[src/rtl/bram_access_master.sv]
// Load/store initiator for one byte-enabled block RAM port.
// Misaligned accesses that cross a word boundary are issued as two beats.
module bram_access_master #(
  parameter int ADDRESS_BITWIDTH     = 16,
  parameter int DATA_BITWIDTH        = 32,
  parameter int DATA_COLUMN_BITWIDTH = 8
) (
  input  logic                          clk,
  input  logic                          rst_n,
  input  logic                          req_valid,
  output logic                          req_ready,
  input  logic                          req_write,
  input  logic [1:0]                    req_size,
  input  logic                          req_signed,
  input  logic [ADDRESS_BITWIDTH+1:0]   req_address,
  input  logic [DATA_BITWIDTH-1:0]      req_data,
  output logic                          rsp_valid,
  output logic [DATA_BITWIDTH-1:0]      rsp_data,
  output logic                          rsp_error,
  output logic [DATA_BITWIDTH/DATA_COLUMN_BITWIDTH-1:0] ram_write_enable,
  output logic [ADDRESS_BITWIDTH-1:0]   ram_address,
  output logic [DATA_BITWIDTH-1:0]      ram_data_out,
  input  logic [DATA_BITWIDTH-1:0]      ram_data_in
);

  localparam int A = ADDRESS_BITWIDTH;
  localparam int D = DATA_BITWIDTH;
  localparam int C = DATA_COLUMN_BITWIDTH;
  localparam int L = D / C;

  typedef enum logic [1:0] {
    IDLE,
    B0,
    B1,
    FIN
  } state_t;

  state_t         state;
  logic [1:0]     off_q;
  logic [1:0]     size_q;
  logic           sign_q;
  logic           write_q;
  logic           split_q;
  logic [L-1:0]   we1_q;
  logic [D-1:0]   data1_q;
  logic [D-1:0]   word0_q;

  logic [1:0]     off;
  logic [L-1:0]   size_mask;
  logic [2*L-1:0] lane_mask;
  logic [2*D-1:0] wide_data;
  logic           is_split;

  logic [2*D-1:0] both;
  logic [D-1:0]   raw;
  logic [D-1:0]   load_val;

  assign off       = req_address[1:0];
  assign req_ready = rst_n && (state == IDLE);

  // Lanes and data spread over a two-word window; upper half is beat1.
  always_comb begin
    size_mask = '1;
    unique case (req_size)
      2'd0:    size_mask = L'(1);
      2'd1:    size_mask = L'(3);
      default: size_mask = '1;
    endcase
    lane_mask = {{L{1'b0}}, size_mask} << off;
    wide_data = {{D{1'b0}}, req_data} << (C * int'(off));
    is_split  = |lane_mask[2*L-1:L];
  end

  always_comb begin
    both = split_q ? {ram_data_in, word0_q}
                   : {{D{1'b0}}, ram_data_in};
    raw  = D'(both >> (C * int'(off_q)));
    load_val = raw;
    unique case (size_q)
      2'd0: load_val = {{(D-C){sign_q & raw[C-1]}},
                        raw[C-1:0]};
      2'd1: load_val = {{(D-2*C){sign_q & raw[2*C-1]}},
                        raw[2*C-1:0]};
      default: load_val = raw;
    endcase
  end

  always_ff @(posedge clk) begin
    if (!rst_n) begin
      state            <= IDLE;
      rsp_valid        <= 1'b0;
      rsp_error        <= 1'b0;
      rsp_data         <= '0;
      ram_write_enable <= '0;
      ram_address      <= '0;
      ram_data_out     <= '0;
      off_q            <= '0;
      size_q           <= '0;
      sign_q           <= 1'b0;
      write_q          <= 1'b0;
      split_q          <= 1'b0;
      we1_q            <= '0;
      data1_q          <= '0;
      word0_q          <= '0;
    end else begin
      rsp_valid <= 1'b0;
      rsp_error <= 1'b0;
      unique case (state)
        IDLE: begin
          if (req_valid) begin
            if (req_size == 2'd3) begin
              rsp_valid <= 1'b1;
              rsp_error <= 1'b1;
              rsp_data  <= '0;
            end else begin
              ram_address      <= req_address[A+1:2];
              ram_write_enable <= req_write ? lane_mask[L-1:0] : '0;
              ram_data_out     <= req_write ? wide_data[D-1:0] : '0;
              we1_q            <= req_write ? lane_mask[2*L-1:L] : '0;
              data1_q          <= req_write ? wide_data[2*D-1:D] : '0;
              off_q            <= off;
              size_q           <= req_size;
              sign_q           <= req_signed;
              write_q          <= req_write;
              split_q          <= is_split;
              state            <= B0;
            end
          end
        end
        B0: begin
          if (split_q) begin
            ram_address      <= ram_address + 1'b1;
            ram_write_enable <= we1_q;
            ram_data_out     <= data1_q;
            state            <= B1;
          end else begin
            ram_write_enable <= '0;
            state            <= FIN;
          end
        end
        B1: begin
          ram_write_enable <= '0;
          word0_q          <= ram_data_in;
          state            <= FIN;
        end
        FIN: begin
          rsp_valid <= 1'b1;
          rsp_data  <= write_q ? '0 : load_val;
          state     <= IDLE;
        end
        default: state <= IDLE;
      endcase
    end
  end

endmodule

[config.mk]
export PLATFORM = sky130hd
export DESIGN_NAME = bram_access_master
export DESIGN_NICKNAME = d
export VERILOG_FILES = /design/src/rtl/bram_access_master.sv
export SDC_FILE = /design/constraint.sdc
export NUM_CORES = 1
export LEC_CHECK = 0
export CORE_MARGIN = 5
export CORE_UTILIZATION = 52
export DETAILED_ROUTE_END_ITERATION = 12
export HOLD_SLACK_MARGIN = 0.03
export PLACE_DENSITY = 0.82
export SLEW_MARGIN = 5
export SYNTH_ARGS = -nofsm -noshare
export SYNTH_HDL_FRONTEND = slang
export SYNTH_SLANG_ARGS = --single-unit
[constraint.sdc]
create_clock -name clk -period 2.6 [get_ports clk]
set_input_delay 0.65 -clock clk [delete_from_list [all_inputs] [get_ports clk]]
set_output_delay 0.65 -clock clk [all_outputs]
set_load 0.01 [all_outputs]
# Word level (Yosys, flattened, before mapping)
# Cells that the tools add are included.
# totals
reg_bits	163
input_bits	89
out_inout_bits	87
wordCells	76
# op_classes
add_sub_neg	1
eq_ne	10
n_shift	3
muxes	30
bitwise	3
reduce_logical	14
# op_table
op	n
32-bit two-way mux	8
32-bit case mux with 2 select lines	3
64-bit two-way mux	1
32-bit by 5-bit << shifter with 64-bit output	1
64-bit by 5-bit right shift with 32-bit output	1
16-bit two-way mux	3
16-bit case mux with 2 select lines	1
4-bit two-way mux	5
16-bit by 1-bit adder with 16-bit output (second input constant)	1
4-bit case mux with 3 select lines	1
3-bit AND reduction	3
2-bit case mux with 4 select lines	1
4-bit case mux with 2 select lines	1
4-bit by 2-bit << shifter with 8-bit output	1
2-bit by 1-bit == test with 1-bit output (second input constant)	3
2-bit == test (second input constant)	3
2-bit zero test	3
2-bit != test (second input constant)	3
2-bit two-way mux	2
2-bit AND reduction	2
4-bit AND reduction	1
2-bit nonzero test	2
4-bit OR reduction	1
1-bit two-way mux	3
6 further kinds	7

# Longest topological paths before layout
# logic_depth
depth_word	7
depth_mapped	8
mapped_depth_nobuf	6

# Worst setup path after synthesis
# OpenSTA, ideal clock, no wires.
# synth_timing
path_kind	input-to-output
start	input port rst_n
end	output port req_ready
t_arrival_ns	1.401
required_ns	1.950
setup_slack_ns	0.549
stages	4
path_buffers	2
cell_sequence	inv_1 -> clkbuf_1 -> clkbuf_1 -> nor2_1
# synth_between
elab_chain_len	1
# synth_lines
item	line	text
from (decl)	9	input logic rst_n,
1-bit logical AND	59	assign req_ready = rst_n && (state == IDLE);
to (decl)	11	output logic req_ready,
# No other way between the ends.

# Worst setup path in the final report
# layout_timing
start	register state[1]
end	register ram_data_out[17]
# layout_between
elab_chain_len	3
word_cells_on_any_way	8
cone_classes	eq/ne: 4; mux: 1; reduce/logical: 3
# layout_lines
item	line	text
from (decl)	38	state_t state;
from (signal assigned)	90	state <= IDLE;
from (signal assigned)	126	state <= B0;
from (signal assigned)	135	state <= B1;
2-bit by 1-bit == test with 1-bit output or 2-bit zero test (tied branches)	108	unique case (state)
2-bit != test (no source line) or 2-bit nonzero test (tied branches)	n/a	
4-bit AND reduction (no source line)	n/a	
to (signal assigned)	118	ram_data_out <= req_write ? wide_data[D-1:0] : '0;
to (signal assigned)	134	ram_data_out <= data1_q;
to (decl)	22	output logic [DATA_BITWIDTH-1:0] ram_data_out,
# Parallel ways exist; a longest one is shown, timed or not.
# A chain may end at the register's enable or synchronous reset.

==> results.tsv <==
stage	metric	value	unit
clocking	htreeDepth	4	
logic_synthesis	synth.largest_area_cell	dfxtp_1	
final_layout	synthToLayoutAreaGrowth	31.6	%
hold_path	hp-class	flip-flop to flip-flop	
die	num_rows	45	
logic_synthesis	synth.most_common_cell	dfxtp_1	
clocking	numCtsBuffers	17	
grt	grt_pass1_wl	39300	um
setup_path	critPathMaxStageDelay	0.87	ns
timing	rsz0062_at_grt	false	
clocking	clockBufferDepth	2	
logic_synthesis	synth_cells	921	
timing	fin_hold_ws	0.456	ns
die	die_h	135	um
logic_synthesis	synth-edff-count	0	
route	antenna_left	0	
setup_path	crit_path_end_kind	flip-flop	
setup_path	cp.arrival	2.62	ns
setup_path	worstPathBufferInverterCount	1	
die	die_area	18300	um2
power_and_ir_drop	pwr-share-seq	0.323	
route	drt-total-wl	25000	um
setup_path	path_delay_family	simple AND/OR/NAND/NOR gates	
timing	skew	0.00727	ns
grt	track_usage	0.267	
placed_design	post-place-ws	-0.108	ns
route	drt_iter0_drc	791	
power_and_ir_drop	vdd_drop_max	0.582	mV
power_and_ir_drop	p_int	0.00646	W
setup_path	crit_chain	inv_1, ha_2, nor3b_1, a222oi_1, a211oi_1	
route	dr.pass1.iters	7	
clocking	postCtsSetupBuffers	0	
power_and_ir_drop	clkPwrFrac	0.216	
logic_synthesis	synth_nets	1016	
logic_synthesis	synth_area_leaders	dfxtp_1, mux2i_1, nor2_1, nand2_1, mux2_2	
grt	grt_max_degree	122	
route	drc	0	
logic_synthesis	synth_seq_area_share	0.378	
setup_path	startpoint_type	flip-flop	
setup_path	worstPathRequired	2.94	ns
final_layout	design_area	10700	um2
route	vias_per_cell	6.12	
placed_design	io_buffers	175	
grt	antenna_found_initial	0	
timing	finalHoldViolCount	0	
timing	max_slew.worst_pin.slew	1.04	ns
timing	slew_headroom	0.307	
timing	fmax	0.438	GHz
clocking	clkSinkCount	154	
logic_synthesis	yosysWarnings	0	
clocking	cts.clk_slew.worst_paths	0.06	ns
logic_synthesis	netlist_area	8150	um2
clocking	cts_tree	done	
timing	post-route-min-period	2.28	ns
die	core_region_area	15300	um2
route	wire_per_inst	19.3	um
power_and_ir_drop	power.leakage	3.84	nW
power_and_ir_drop	p_sw	0.00394	W
timing	slew_viol_final	0	
placed_design	placedCellCount	1266	
logic_synthesis	synth-seq-cells	154	
grt	grt_pass1_vias	7347	
run	max-cap-violations	0	
final_layout	drive_above_1_share	0.121	
logic_synthesis	async_reset_ff_frac	0	
final_layout	nFillCells	1213	
logic_synthesis	yosys_most_used_dff	dfxtp_1	
status	run_status	completed	
final_layout	diodes	0	
final_layout	nets	1169	
logic_synthesis	yosysTopAreaCellShare	0.378	
route	num_vias	7925	
logic_synthesis	yosys-top-cells-count	dfxtp_1, nor2_1, mux2i_1	
power_and_ir_drop	p_sw_frac	0.379	
placed_design	placed_cell_area	10200	um2
setup_path	crit_fanout	14	
die	initial_core_util	0.532	
grt	overflow	0	
logic_synthesis	ys_types	62	
logic_synthesis	syn_avg_cell_area	8.85	um2
die	fp.dieW	135	um
placed_design	routabilityCongestion	0.935	
clocking	clk_latency	0.42	ns
timing	fin_crit_sh	0.879	
timing	setup-violations-final	0	
timing	fin_ws	0.316	ns
power_and_ir_drop	p_comb_frac	0.461	
setup_path	slowest_stage	nor3b_1	
power_and_ir_drop	p_per_area	970	nW/um2
placed_design	hpwl	17800	um
die	ios	176	
setup_path	critPathKind	flip-flop to flip-flop	
final_layout	stdcell_count	1295	
clocking	root_buffer	clkbuf_16	
## power by group through the flow
stage / logic, W / registers, W / clock network, W
detailed placement: 0.00471 / 0.00339 / 0
floorplan: 0.00275 / 0.00340 / 0
global route: 0.00517 / 0.00343 / 0.00238
global placement: 0.00465 / 0.00337 / 0
finish: 0.00480 / 0.00336 / 0.00225
CTS: 0.00476 / 0.00335 / 0.00226
## state kept, by name, indices dropped and copies added (netlist names), 3 cells and up
signal,flops
data1_q,24
ram_address,16
ram_data_out,32
ram_write_enable,4
rsp_data,32
we1_q,3
word0_q,32
## cell type report
| class | count | area, um2 | share of cell area |
|---|---|---|---|
| multi-input cells | 672 | 4650 | 0.434 |
| repair buffers | 217 | 2140 | 0.200 |
| clock buffers | 22 | 484 | 0.0452 |
| flip-flops and latches | 154 | 3090 | 0.288 |
| clock inverters | 7 | 46.3 | 0.00432 |
| inverters | 12 | 46.3 | 0.00432 |
| well taps | 211 | 264 | 0.0246 |
## kinds of logic (layout without fill, tap and decap cells)
family | Yosys count | in the layout | share of synthesized area
adders and majority gates | 6 | 6 | 0.00921
AOI/OAI and AO/OA | 229 | 229 | 0.215
DFF | 154 | 154 | 0.378
buffers and inverters | 95 | 258 | 0.0523
muxes | 130 | 130 | 0.175
and+or+nand+nor | 307 | 307 | 0.171
## per-layer routing
metal / share of wire / GRT usage
met4: 0.022 / 0.0957
met2: 0.45 / 0.403
met3: 0.096 / 0.0643
met5: 0 / 0
met1: 0.43 / 0.374
## layout by cell type (no fill, tap or decap), types with 27 or more instances in the layout
cell type        instances
nand2_1                 84
buf_4                   36
mux2i_1                 96
dfxtp_1                153
nor2_1                 123
mux2_2                  27
a21oi_1                 40
clkdlybuf4s50_1        174
## through the flow
stage               power [W]  TNS (ns)  utilization
finish                 0.0104         0        0.700
floorplan             0.00615         0            -
CTS                    0.0104         0        0.700
detailed placement    0.00810    -0.631        0.665
global route           0.0110         0        0.700
global placement      0.00802         0        0.665
## worst paths after layout
check / cells past startpoint / endpoint / start / slack (ns)
worst max register to register: 5 / ram_data_out[17]$_SDFFE_PN0P_ / state[1]$_SDFFE_PN0P_ / 0.32
worst min-delay path: 2 / data1_q[15]$_SDFFE_PN0P_ / data1_q[15]$_SDFFE_PN0P_ / 0.46
worst max-delay path: 5 / ram_data_out[17]$_SDFFE_PN0P_ / state[1]$_SDFFE_PN0P_ / 0.32
worst min register to register: 2 / data1_q[15]$_SDFFE_PN0P_ / data1_q[15]$_SDFFE_PN0P_ / 0.46
## what timing repair did
item / in CTS / in global routing
hold endpoints to repair: 0 / 0
setup endpoints to repair: 0 / 1
hold buffers: 0 / 0
resized for setup: 0 / 2
## worst register-to-register path: cells and delay by family (launching register included)
family | cells | cell delay, ns
AO/OA/AOI/OAI | 2 | 0.47
flip-flops | 1 | 0.42
buffers and inverters | 1 | 0.11
AND/OR/NAND/NOR | 1 | 0.88
adder cells (fa/ha/maj) | 1 | 0.31
(Power assumes the default switching activity.)
